===== src/rtl/ghost_mode_scheduler.sv =====
// Ghost mode sequencer: timed scatter/chase rounds, then permanent chase,
// with pellet-triggered fright that resumes the interrupted phase.
module ghost_mode_scheduler #(
  parameter int unsigned TICK_DIV  = 50000000,
  parameter int unsigned SCATTER_S = 7,
  parameter int unsigned CHASE_S   = 20,
  parameter int unsigned FRIGHT_S  = 6,
  parameter int unsigned WARN_S    = 2,
  parameter int unsigned ROUNDS    = 4
) (
  input  logic                           CLOCK_50,
  input  logic                           reset,
  input  logic                           start,
  input  logic                           pause,
  input  logic                           pellet,
  output logic [1:0]                     mode,
  output logic                           reverse,
  output logic                           fright_warn,
  output logic                           sec_tick,
  output logic [$clog2(ROUNDS+1)-1:0]    round_cnt
);

  localparam int unsigned PSW    = $clog2(TICK_DIV);
  localparam int unsigned PH_MAX = (SCATTER_S > CHASE_S) ? SCATTER_S : CHASE_S;
  localparam int unsigned PHW    = $clog2(PH_MAX + 1);
  localparam int unsigned FW     = $clog2(FRIGHT_S + 1);
  localparam int unsigned RW     = $clog2(ROUNDS + 1);

  typedef enum logic [1:0] {
    IDLE    = 2'b00,
    SCATTER = 2'b01,
    CHASE   = 2'b10,
    FRIGHT  = 2'b11
  } mode_e;

  mode_e           state, state_n, saved_mode, saved_mode_n;
  logic [PSW-1:0]  presc, presc_n;
  logic [PHW-1:0]  phase, phase_n, saved_phase, saved_phase_n;
  logic [FW-1:0]   fcnt, fcnt_n;
  logic [RW-1:0]   round_n;
  logic            reverse_n, warn_n, run, tick, rev_req;

  always_ff @(posedge CLOCK_50 or negedge reset) begin
    if (!reset) begin
      state       <= IDLE;
      saved_mode  <= IDLE;
      presc       <= '0;
      phase       <= '0;
      saved_phase <= '0;
      fcnt        <= '0;
      round_cnt   <= '0;
      reverse     <= 1'b0;
      fright_warn <= 1'b0;
      sec_tick    <= 1'b0;
    end else begin
      state       <= state_n;
      saved_mode  <= saved_mode_n;
      presc       <= presc_n;
      phase       <= phase_n;
      saved_phase <= saved_phase_n;
      fcnt        <= fcnt_n;
      round_cnt   <= round_n;
      reverse     <= reverse_n;
      fright_warn <= warn_n;
      sec_tick    <= tick;
    end
  end

  // Next-state logic; priority is start > pellet > second-boundary expiry.
  always_comb begin
    state_n       = state;
    saved_mode_n  = saved_mode;
    presc_n       = presc;
    phase_n       = phase;
    saved_phase_n = saved_phase;
    fcnt_n        = fcnt;
    round_n       = round_cnt;
    rev_req       = 1'b0;

    run  = (state != IDLE) && !pause;
    tick = run && (presc == PSW'(TICK_DIV - 1));
    if (run) presc_n = tick ? '0 : presc + PSW'(1);

    if (start) begin
      state_n       = SCATTER;
      saved_mode_n  = IDLE;
      presc_n       = '0;
      phase_n       = '0;
      saved_phase_n = '0;
      fcnt_n        = '0;
      round_n       = '0;
    end else begin
      case (state)
        IDLE: ;
        SCATTER, CHASE: begin
          if (pellet && !pause) begin
            saved_mode_n  = state;
            saved_phase_n = phase;
            state_n       = FRIGHT;
            fcnt_n        = '0;
            presc_n       = '0;
            rev_req       = 1'b1;
          end else if (tick) begin
            if (state == SCATTER) begin
              if (phase == PHW'(SCATTER_S - 1)) begin
                state_n = CHASE;
                phase_n = '0;
                round_n = round_cnt + RW'(1);
                rev_req = 1'b1;
              end else begin
                phase_n = phase + PHW'(1);
              end
            end else if (round_cnt < RW'(ROUNDS)) begin
              if (phase == PHW'(CHASE_S - 1)) begin
                state_n = SCATTER;
                phase_n = '0;
                rev_req = 1'b1;
              end else begin
                phase_n = phase + PHW'(1);
              end
            end
          end
        end
        FRIGHT: begin
          if (pellet && !pause) begin
            fcnt_n  = '0;
            presc_n = '0;
          end else if (tick) begin
            if (fcnt == FW'(FRIGHT_S - 1)) begin
              state_n = saved_mode;
              phase_n = saved_phase;
              fcnt_n  = '0;
            end else begin
              fcnt_n = fcnt + FW'(1);
            end
          end
        end
      endcase
    end

    // A reversal requested right after another one is merged into it.
    reverse_n = rev_req && !reverse;
    warn_n    = (state_n == FRIGHT) && (fcnt_n >= FW'(FRIGHT_S - WARN_S));
  end

  assign mode = state;

endmodule

===== config.mk =====
export PLATFORM = sky130hd
export DESIGN_NAME = ghost_mode_scheduler
export DESIGN_NICKNAME = d
export VERILOG_FILES = /design/src/rtl/ghost_mode_scheduler.sv
export SDC_FILE = /design/constraint.sdc
export NUM_CORES = 1
export LEC_CHECK = 0
export CAP_MARGIN = 30
export CORE_UTILIZATION = 40
export DETAILED_ROUTE_END_ITERATION = 7
export GPL_TIMING_DRIVEN = 0
export SLEW_MARGIN = 15
export SYNTH_ARGS = -nofsm -noshare
export SYNTH_HDL_FRONTEND = slang
export SYNTH_SLANG_ARGS = --single-unit

===== constraint.sdc =====
create_clock -name CLOCK_50 -period 2.81 [get_ports CLOCK_50]
set_input_delay 0.4215 -clock CLOCK_50 [delete_from_list [all_inputs] [get_ports CLOCK_50]]
set_output_delay 0.4215 -clock CLOCK_50 [all_outputs]
set_load 0.01 [all_outputs]

**After elaboration in Yosys (flattened, before gate mapping)**

Cells that the tools add are included.

- $add $sub $neg: 4
- $lt $le $gt $ge: 2
- Equal/unequal tests: 15
- Muxes and demuxes: 53
- Reductions and logical operators: 19

Operators by type and width:

| kind | number |
|---|---|
| 2-to-1 mux 26 bit | 5 |
| 2-to-1 mux 5 bit | 13 |
| 2-to-1 mux 3 bit | 11 |
| adder 26 x 1 -> 26 bit, second input constant | 1 |
| == test 26 bit, second input constant | 1 |
| 2-to-1 mux 2 bit | 13 |
| != test 3 bit, second input constant | 5 |
| nonzero test 2 bit | 6 |
| one-hot mux 5 bit (2 select lines) | 1 |
| 2-to-1 mux 1 bit | 8 |
| AND reduction 7 bit | 1 |
| adder 3 x 1 -> 3 bit, second input constant | 2 |
| == test 2 bit, second input constant | 3 |
| one-hot mux 3 bit (2 select lines) | 1 |
| adder 5 x 1 -> 5 bit, second input constant | 1 |
| == test 5 x 3 -> 1 bit, second input constant | 1 |
| == test 5 bit, second input constant | 1 |
| logical AND 1 bit | 5 |
| AND reduction 5 bit | 1 |
| != test 4 bit, second input constant | 1 |
| one-hot mux 2 bit (2 select lines) | 1 |
| == test 3 bit, second input constant | 1 |
| >= comparator 3 bit, second input constant | 1 |
| less-than comparator 3 bit, second input constant | 1 |
| other kinds (7) | 8 |

- Register bits: 49
- Input bits: 5
- Output and inout bits: 8
- Logic and storage cells: 103

**Longest topological paths before layout**

Gate-level depths: netlist of run 1.

- Depth in word-level cells: 10
- Mapped depth: 9
- Gate-level depth less buffers: 8

**Least setup slack after synthesis of run 1**

OpenSTA, ideal clock, no wires.

- Kind: reg-to-reg
- Start point: reg state[0] (netlist: mode[0])
- End point: reg fright_warn
- Setup time: 120 ps
- Arrival: 2131 ps
- Data required time: 2690 ps
- Setup slack: 559 ps
- Cell stages (with the launch flop): 10
- Buffers on the path: 1
- Period minus slack after synthesis: 2251 ps
- Path through: dfrtp_1 inv_1 ha_1 nand4bb_1 nand2b_4 buf_6 nor4_1 o21ai_0 a211o_1 and3_1

- Cells in the longest elaborated chain, start to end: 9
- Elaborated cells between the ends (all ways): 25
- Those cells by class: order compare (1); eq/ne (4); mux (15); reduce/logical (5)

RTL lines:

| what | line | text |
|---|---|---|
| from (decl) | 36 | `mode_e state, state_n, saved_mode, saved_mode_n;` |
| from (signal assigned) | 56 | `state <= state_n;` |
| nonzero test 2 bit or 2-to-1 mux 2 bit (tied branches) | 80, 114 |  |
| logical AND 1 bit or 2-to-1 mux 2 bit (tied branches) | 80, 113 |  |
| logical AND 1 bit or 2-to-1 mux 2 bit (tied branches) | 81, 104 |  |
| 2-to-1 mux 3 bit (tied with other cells) | 128 | `end else if (tick) begin` |
| 2-to-1 mux 3 bit (tied with other cells) | 125 | `if (pellet && !pause) begin` |
| one-hot mux 3 bit (2 select lines) or one-hot mux 2 bit (2 select lines) (tied branches) | 93 | `case (state)` |
| 2-to-1 mux 3 bit or 2-to-1 mux 2 bit (tied branches) | 84 | `if (start) begin` |
| >= comparator 3 bit or == test 2 bit (tied branches) | 143 | `warn_n = (state_n == FRIGHT) && (fcnt_n >= FW'(FRIGHT_S - WARN_S));` |
| logical AND 1 bit * | 143 |  |
| net warn_n | 41 | `logic reverse_n, warn_n, run, tick, rev_req;` |
| to (signal assigned) | 64 | `fright_warn <= warn_n;` |
| to (decl) | 18 | `output logic fright_warn,` |

Mark *: on every way through the listed nets, which the timed path passes. The rest lies on a longest branch.
A chain may end at the register's enable or synchronous reset.

**Worst setup path after layout of run 1**

- Start point: reg state[0] (netlist: mode[0])
- End point: reg fright_warn

- Cells in the longest elaborated chain, start to end: 9
- Elaborated cells between the ends (all ways): 25
- Those cells by class: order compare (1); eq/ne (4); mux (15); reduce/logical (5)

RTL lines:

| what | line | text |
|---|---|---|
| nonzero test 2 bit | 80 | `run = (state != IDLE) && !pause;` |
| logical AND 1 bit | 80 |  |
| logical AND 1 bit | 81 | `tick = run && (presc == PSW'(TICK_DIV - 1));` |
| 2-to-1 mux 3 bit | 128 |  |
| 2-to-1 mux 3 bit | 125 |  |
| one-hot mux 3 bit (2 select lines) * | 93 |  |
| 2-to-1 mux 3 bit * | 84 |  |
| net fcnt_n[2] | 39 | `logic [FW-1:0] fcnt, fcnt_n;` |
| >= comparator 3 bit * | 143 |  |
| logical AND 1 bit * | 143 |  |
| net warn_n | 41 |  |

Marks and branches as above.

==> results of run 1 <==
==> cell families after synthesis <==
kind of cell,count (synthesis)
AND/OR/NAND/NOR,147
buffers and inverters,20
adder cells (fa/ha/maj),7
XOR/XNOR,25
AO/OA/AOI/OAI,46
flip-flops,49
multiplexers,5
==> cell type report <==
type / instances / area, um^2
Clock buffer: 7 / 96.34
Timing Repair Buffer: 13 / 135.1
Inverter: 10 / 37.54
Fill cell: 673 / 3616
Multi-Input combinational cell: 230 / 1508
Clock inverter: 1 / 5.005
Buffer: 10 / 50.05
Sequential cell: 49 / 1226
Tap cell: 96 / 120.1
==> layout by cell type (no fill, tap or decap), types with 7 or more instances in the layout <==
master	synthesis	routed
ha_1	7	7
dfrtp_1	49	49
a21oi_1	15	15
nor3_1	9	9
clkdlybuf4s50_1	0	11
nand3_1	12	12
nor2_1	49	49
xor2_1	14	14
nand4_1	9	9
clkbuf_8	0	7
nand2_1	21	21
o21ai_0	10	10
a211oi_1	9	9
xnor2_1	11	11
inv_1	10	10
==> worst min path at each step <==
stage	cells past startpoint	to	slack, ns	from
finish	1	presc[0]	0.12	reset
global placement	1	reverse	0.45	reverse
floorplan	0	fcnt[0]	0.13	reset
global route	1	phase[1]	0.17	reset
CTS	1	presc[0]	0.14	reset
detailed placement	1	reverse	0.46	reverse
==> power by group through the flow <==
| stage | Clock [W] | Combinational (W) | Sequential [W] |
|---|---|---|---|
| floorplan | 0 | 0.000262 | 0.000764 |
| global placement | 0 | 0.000392 | 0.000764 |
| detailed placement | 0 | 0.000391 | 0.000763 |
| CTS | 0.000477 | 0.000394 | 0.000750 |
| global route | 0.000502 | 0.000437 | 0.000754 |
| finish | 0.000457 | 0.000394 | 0.000750 |
==> flip-flops by register name, summed over array words and instances, names as in the netlist <==
name / count
presc: 26
phase: 5
fright_warn: 1
mode: 2
saved_phase: 5
fcnt: 3
round_cnt: 3
reverse: 1
sec_tick: 1
saved_mode: 2
==> per-layer routing <==
layer	up-vias	routed length, um	track usage
met1	1089	2952	0.2386
met5	-	0	0
met4	0	55	0.04545
met3	5	159	0.02695
li1	1100	-	-
met2	38	2920	0.3001
==> per-stage QoR <==
stage	utilization	setup slack [ns]
after floorplan	-	0.5593
after global placement	0.4506	-0.2178
after detailed placement	0.4529	0.08506
after CTS	0.4678	0.2505
after global routing	0.4678	0.1036
final	0.4678	0.2767
==> critical path, stage by stage, from the launching register on <==
cell and delay (ns):
dfrtp_1 0.48, inv_1 0.09, ha_1 0.26, nand4bb_1 0.22, nor4_1 0.50, a31oi_1 0.16
o311a_2 0.34, a41o_1 0.22, and3_1 0.16
==> reports/qor.csv, run 1 <==
stage;metric;value;unit
run_status;status;finished clean;
routing;drt_iter0_drc;123;
critical_path;reg2reg_depth;8;
finish;diodes;0;
critical_path;cp.required;3.00;ns
critical_path;end_kind;flip-flop;
power_and_ir_drop;clkPwrFrac;0.286;
synth;synth-compound-area-share;0.1091;
sta;setup_tns;0;ns
critical_path;path_class;reg -> reg;
synth;synth_nets;311;
sta;fmax;394.7;MHz
global_routing;grt_pass1_vias;2110;
synth;synthMuxAreaShare;0.01818;
clocking;post_cts.repair.setup_buffers;0;
global_routing;gr-total-overflow;0;
floorplanning;fp.dieH;85.99;um
synth;synth-edff-count;0;
clocking;clockBufferDepth;2;
power_and_ir_drop;combPwrFrac;0.246;
global_routing;grt_use_total;0.1778;
routing;vias_per_cell;5.365;
floorplanning;std_cell_rows;30;
critical_path;critical_path_peak_fanout;7;
finish;final_cells;416;
synth;synthTopCellsByCount;49 x dfrtp_1, 49 x nor2_1, 21 x nand2_1;
sta;fin_crit;2.533;ns
synth;synth_area;2821;um^2
finish;final_net_count;331;
synth;synth_warnings;0;
synth;synth_xor_area_frac;0.07761;
placed_design;gp_congestion;0.8234;
sta;setup_viol;0;
critical_path;timing.rr.end;fright_warn;
placed_design;placed_cells;408;
synth;synthTopCellsByArea;dfrtp_1 43%, nor2_1 6.5%, xor2_1 4.3%;
hold_path;hold_class;in -> async;
critical_path;crit_end;fright_warn;
sta;finalCritPeriodShare;0.9015;
critical_path;startpoint_type;flip-flop;
finish;drive_above_1_share;0.09688;
power_and_ir_drop;p_int;0.001092;W
finish;area_delta_synth_final;12.64;%
sta;tightestPinTransition;0.5972;ns
synth;ys.flop_type;dfrtp_1;
floorplanning;die_area;7393;um^2
placed_design;placed_cell_area;3077;um^2
power_and_ir_drop;ir_drop;0.0003940;V
power_and_ir_drop;p_switching;0.0005097;W
routing;dr.pass1.iters;4;
routing;drc;0;
placed_design;hpwl;4405;um
global_routing;antenna_found_initial;0;
floorplanning;start_util;0.4153;
critical_path;r2r_start;mode[0];
sta;slew_headroom;0.6019;
clocking;cts_tree;yes;
finish;final_area;3178;um^2
sta;hold_viol;0;
critical_path;crit_start;mode[0];
power_and_ir_drop;leakage;1.310;nW
synth;ys_seq_area_frac;0.4346;
flow_run;maxCapViolCount;0;
critical_path;r2r_slack;0.28;ns
global_routing;grt_pass1_wl;10340;um
routing;ant_nets;0;
placed_design;port-buffer-count;12;
sta;skew;0.006911;ns
clocking;h-tree-depth;2;
clocking;holdBufCountCts;0;
clocking;cts_num_sinks;49;
synth;synth-seq-cells;49;
floorplanning;num_io_pins;13;
sta;slew_viol_final;0;
synth;syn_avg_cell_area;9.436;um^2
sta;fin_hold_ws;0.1245;ns
sta;rsz0062_at_grt;no;
floorplanning;core-area;6794;um^2
power_and_ir_drop;p_total;0.001602;W
synth;netlist_instances;299;
synth;synth.top_cell.area_share;0.4346;
power_and_ir_drop;p_per_area;504.0;nW/um^2
clocking;cts_made_buffers;5;
synth;ys_async_sr_fraction;1.000;
synth;synthAdderAreaFrac;0.03104;
synth;synth-simple-area-share;0.2984;
critical_path;critPathArrivalTime;2.73;ns
clocking;path_clk_slew;0.09;ns
clocking;root_buffer;clkbuf_8;
synth;synth.lib_cells_used.distinct;51;
routing;vias;2232;
floorplanning;die_x;85.99;um
clocking;ctsResizeCount;0;
routing;post_drt_wl_per_cell;14.63;um
synth;synth_top_family_by_area;simple AND/OR/NAND/NOR gates;
synth;yosysTopAreaCell;dfrtp_1;
clocking;clock_latency;0.30;ns
routing;drt_wl_total;6088;um
global_routing;grt_max_degree;26;
power_and_ir_drop;swShare;0.3183;
power_and_ir_drop;pwr-share-seq;0.468;
No activity file was read; power rests on OpenSTA's default activity.
==> run 2, diff against run 1 <==
CORE_MARGIN = 3   (was not set)
GPL_TIMING_DRIVEN = not set   (was 0)
==> reports/qor.csv, run 2 (synthesis gave the netlist of run 1 again) <==
stage;metric;value;unit;change
critical_path;cp.required;3.05;ns;was 3.00 ns
floorplanning;start_util;0.4272;;was 0.4153
placed_design;placed_cells;400;;was 408
global_routing;antenna_found_initial;0;;unchanged
placed_design;pre_cts_ws;0.2339;ns;was 0.08506 ns
power_and_ir_drop;p_int;0.001049;W;was 0.001092 W
finish;final_area;3131;um^2;was 3178 um^2
placed_design;port-buffer-count;12;;unchanged
power_and_ir_drop;leakage;1.293;nW;was 1.310 nW
finish;final_net_count;326;;was 331
clocking;cts_tree;yes;;unchanged
floorplanning;fp.dieH;89.99;um;was 85.99 um
power_and_ir_drop;combPwrFrac;0.260;;was 0.246
critical_path;startpoint_type;flip-flop;;unchanged
sta;fmax;396.9;MHz;was 394.7 MHz
floorplanning;std_cell_rows;29;;was 30
clocking;clock_latency;0.30;ns;about the same
hold_path;hold_class;in -> async;;unchanged
clocking;root_buffer;clkbuf_8;;unchanged
sta;rsz0062_at_grt;no;;unchanged
routing;ant_nets;0;;unchanged
sta;fin_crit;2.519;ns;was 2.533 ns
critical_path;crit_path_top_delay_cell;dfrtp_1;;was nor4_1
power_and_ir_drop;ir_drop;0.0004161;V;was 0.0003940 V
finish;largest_register_ffs;26;;unchanged
clocking;post_cts.repair.setup_buffers;0;;unchanged
clocking;cts_num_sinks;49;;unchanged
run_status;status;finished clean;;unchanged
critical_path;end_kind;flip-flop;;unchanged
floorplanning;die_area;8097;um^2;was 7393 um^2
placed_design;gp_congestion;0.8450;;was 0.8234
power_and_ir_drop;clkPwrFrac;0.260;;was 0.286
sta;setup_viol;0;;unchanged
routing;drt_wl_total;6119;um;was 6088 um
finish;drive_above_1_share;0.09524;;was 0.09688
clocking;ctsResizeCount;0;;unchanged
global_routing;gr-total-overflow;0;;unchanged
finish;final_cells;408;;was 416
sta;hold_viol;0;;unchanged
critical_path;path_class;reg -> reg;;unchanged
routing;dr.pass1.iters;4;;unchanged
global_routing;grt_pass1_wl;10630;um;was 10340 um
critical_path;critical_path_peak_fanout;12;;was 7
finish;top_regs;presc: 26 flops, phase: 5 flops, saved_phase: 5 flops;;unchanged
critical_path;worstPathCellList;inv_1 -> ha_1 -> nand4bb_1 -> nand2b_4 -> nor4_1 -> mux2_2 -> o211ai_1 -> and3_1;;was inv_1 -> ha_1 -> nand4bb_1 -> nor4_1 -> a31oi_1 -> o311a_2 -> a41o_1 -> and3_1
clocking;h-tree-depth;2;;unchanged
flow_run;maxCapViolCount;0;;unchanged
power_and_ir_drop;p_total;0.001567;W;was 0.001602 W
routing;vias_per_cell;5.385;;was 5.365
clocking;clockBufferDepth;2;;unchanged
global_routing;grt_use_total;0.1578;;was 0.1778
sta;slew_headroom;0.5711;;was 0.6019
clocking;holdBufCountCts;0;;unchanged
routing;vias;2197;;was 2232
sta;slew_viol_final;0;;unchanged
global_routing;grt_pass1_vias;2130;;was 2110
power_and_ir_drop;p_switching;0.0005180;W;was 0.0005097 W
placed_design;placed_cell_area;3048;um^2;was 3077 um^2
routing;drc;0;;unchanged
sta;setup_tns;0;ns;unchanged
power_and_ir_drop;pwr-share-seq;0.480;;was 0.468
sta;tightestPinTransition;0.6434;ns;was 0.5972 ns
power_and_ir_drop;p_per_area;500.4;nW/um^2;was 504.0 nW/um^2
critical_path;critPathArrivalTime;2.76;ns;was 2.73 ns
finish;diodes;0;;unchanged
sta;finalCritPeriodShare;0.8966;;was 0.9015
floorplanning;core-area;6604;um^2;was 6794 um^2
floorplanning;die_x;89.99;um;was 85.99 um
critical_path;cpPeakStageDelay;0.45;ns;was 0.50 ns
finish;final_cell_mix;49 x nor2_1, 49 x dfrtp_1, 21 x nand2_1;;unchanged
sta;skew;0.01220;ns;was 0.006911 ns
placed_design;hpwl;4420;um;was 4405 um
power_and_ir_drop;swShare;0.3307;;was 0.3183
routing;post_drt_wl_per_cell;15.00;um;was 14.63 um
critical_path;r2r_slack;0.29;ns;was 0.28 ns
global_routing;grt_max_degree;30;;was 26
clocking;cts_made_buffers;5;;unchanged
finish;area_delta_synth_final;10.95;%;was 12.64%
finish;largest_register;presc;;unchanged
floorplanning;num_io_pins;13;;unchanged
clocking;path_clk_slew;0.09;ns;about the same
routing;drt_iter0_drc;171;;was 123
sta;post-route-worst-setup-slack;0.2907;ns;was 0.2767 ns
-- run 2: cell types whose count changed in the layout (fill, tap and decap cells not counted), sizes merged --
cell and change:
clkinv +1, clkbuf -6
-- run 2: routing by layer --
layer	up-vias	routed length, um	global-route usage	share of wire
li1	1090	-	-	-
met1	1058	3206	0.2412	0.52
met2	44	2611	0.2274	0.43
met3	5	228	0.03088	0.037
met4	0	73	0.04209	0.012
met5	-	0	0	0
-- run 2: power groups by stage --
stage	clock network (W)	logic [W]	registers (W)
2_1_floorplan	0	0.000262	0.000764
3_3_place_gp	0	0.000404	0.000766
3_5_place_dp	0	0.000403	0.000766
4_1_cts	0.000420	0.000404	0.000752
5_1_grt	0.000451	0.000450	0.000756
6_report	0.000407	0.000408	0.000752
-- run 2: through the flow --
stage                     utilization  hold slack [ns]
after floorplan                     -           0.1259
after global placement         0.4615           0.4095
after detailed placement       0.4615           0.4114
after CTS                      0.4740          0.07934
after global routing           0.4740          0.08919
final                          0.4740          0.05340
-- run 2: layout make-up --
cell class              count  area [um^2]
well taps                  93        116.4
flip-flops and latches     49         1226
fillers                   669         3473
clock inverters             2        10.01
repair buffers             18        160.2
multi-input cells         230         1508
inverters                  10        37.54
clock buffers               6        72.57
-- run 2: final timing paths --
kind / from / to / cells after the start
max in group asynchronous: reset / round_cnt[1] / 2
min reg2reg: reverse / reverse / 1
min in group CLOCK_50: reverse / reverse / 1
max: mode[1] / fright_warn / 8
max reg2reg: mode[1] / fright_warn / 8
min: reset / sec_tick / 1
-- run 2: critical path, delay by kind of cell (launching register included) --
| kind | cells | cell delay [ns] |
|---|---|---|
| adders and majority gates | 1 | 0.25 |
| and+or+nand+nor | 4 | 1.13 |
| muxes | 1 | 0.38 |
| DFF | 1 | 0.45 |
| buffers and inverters | 1 | 0.13 |
| AOI/OAI and AO/OA | 1 | 0.12 |
==> run 3, diff against run 2 <==
HOLD_SLACK_MARGIN = 0.05   (was not set)
==> results of run 3 <==
No change in the layout: final DEF, timing and power equal those of run 2.
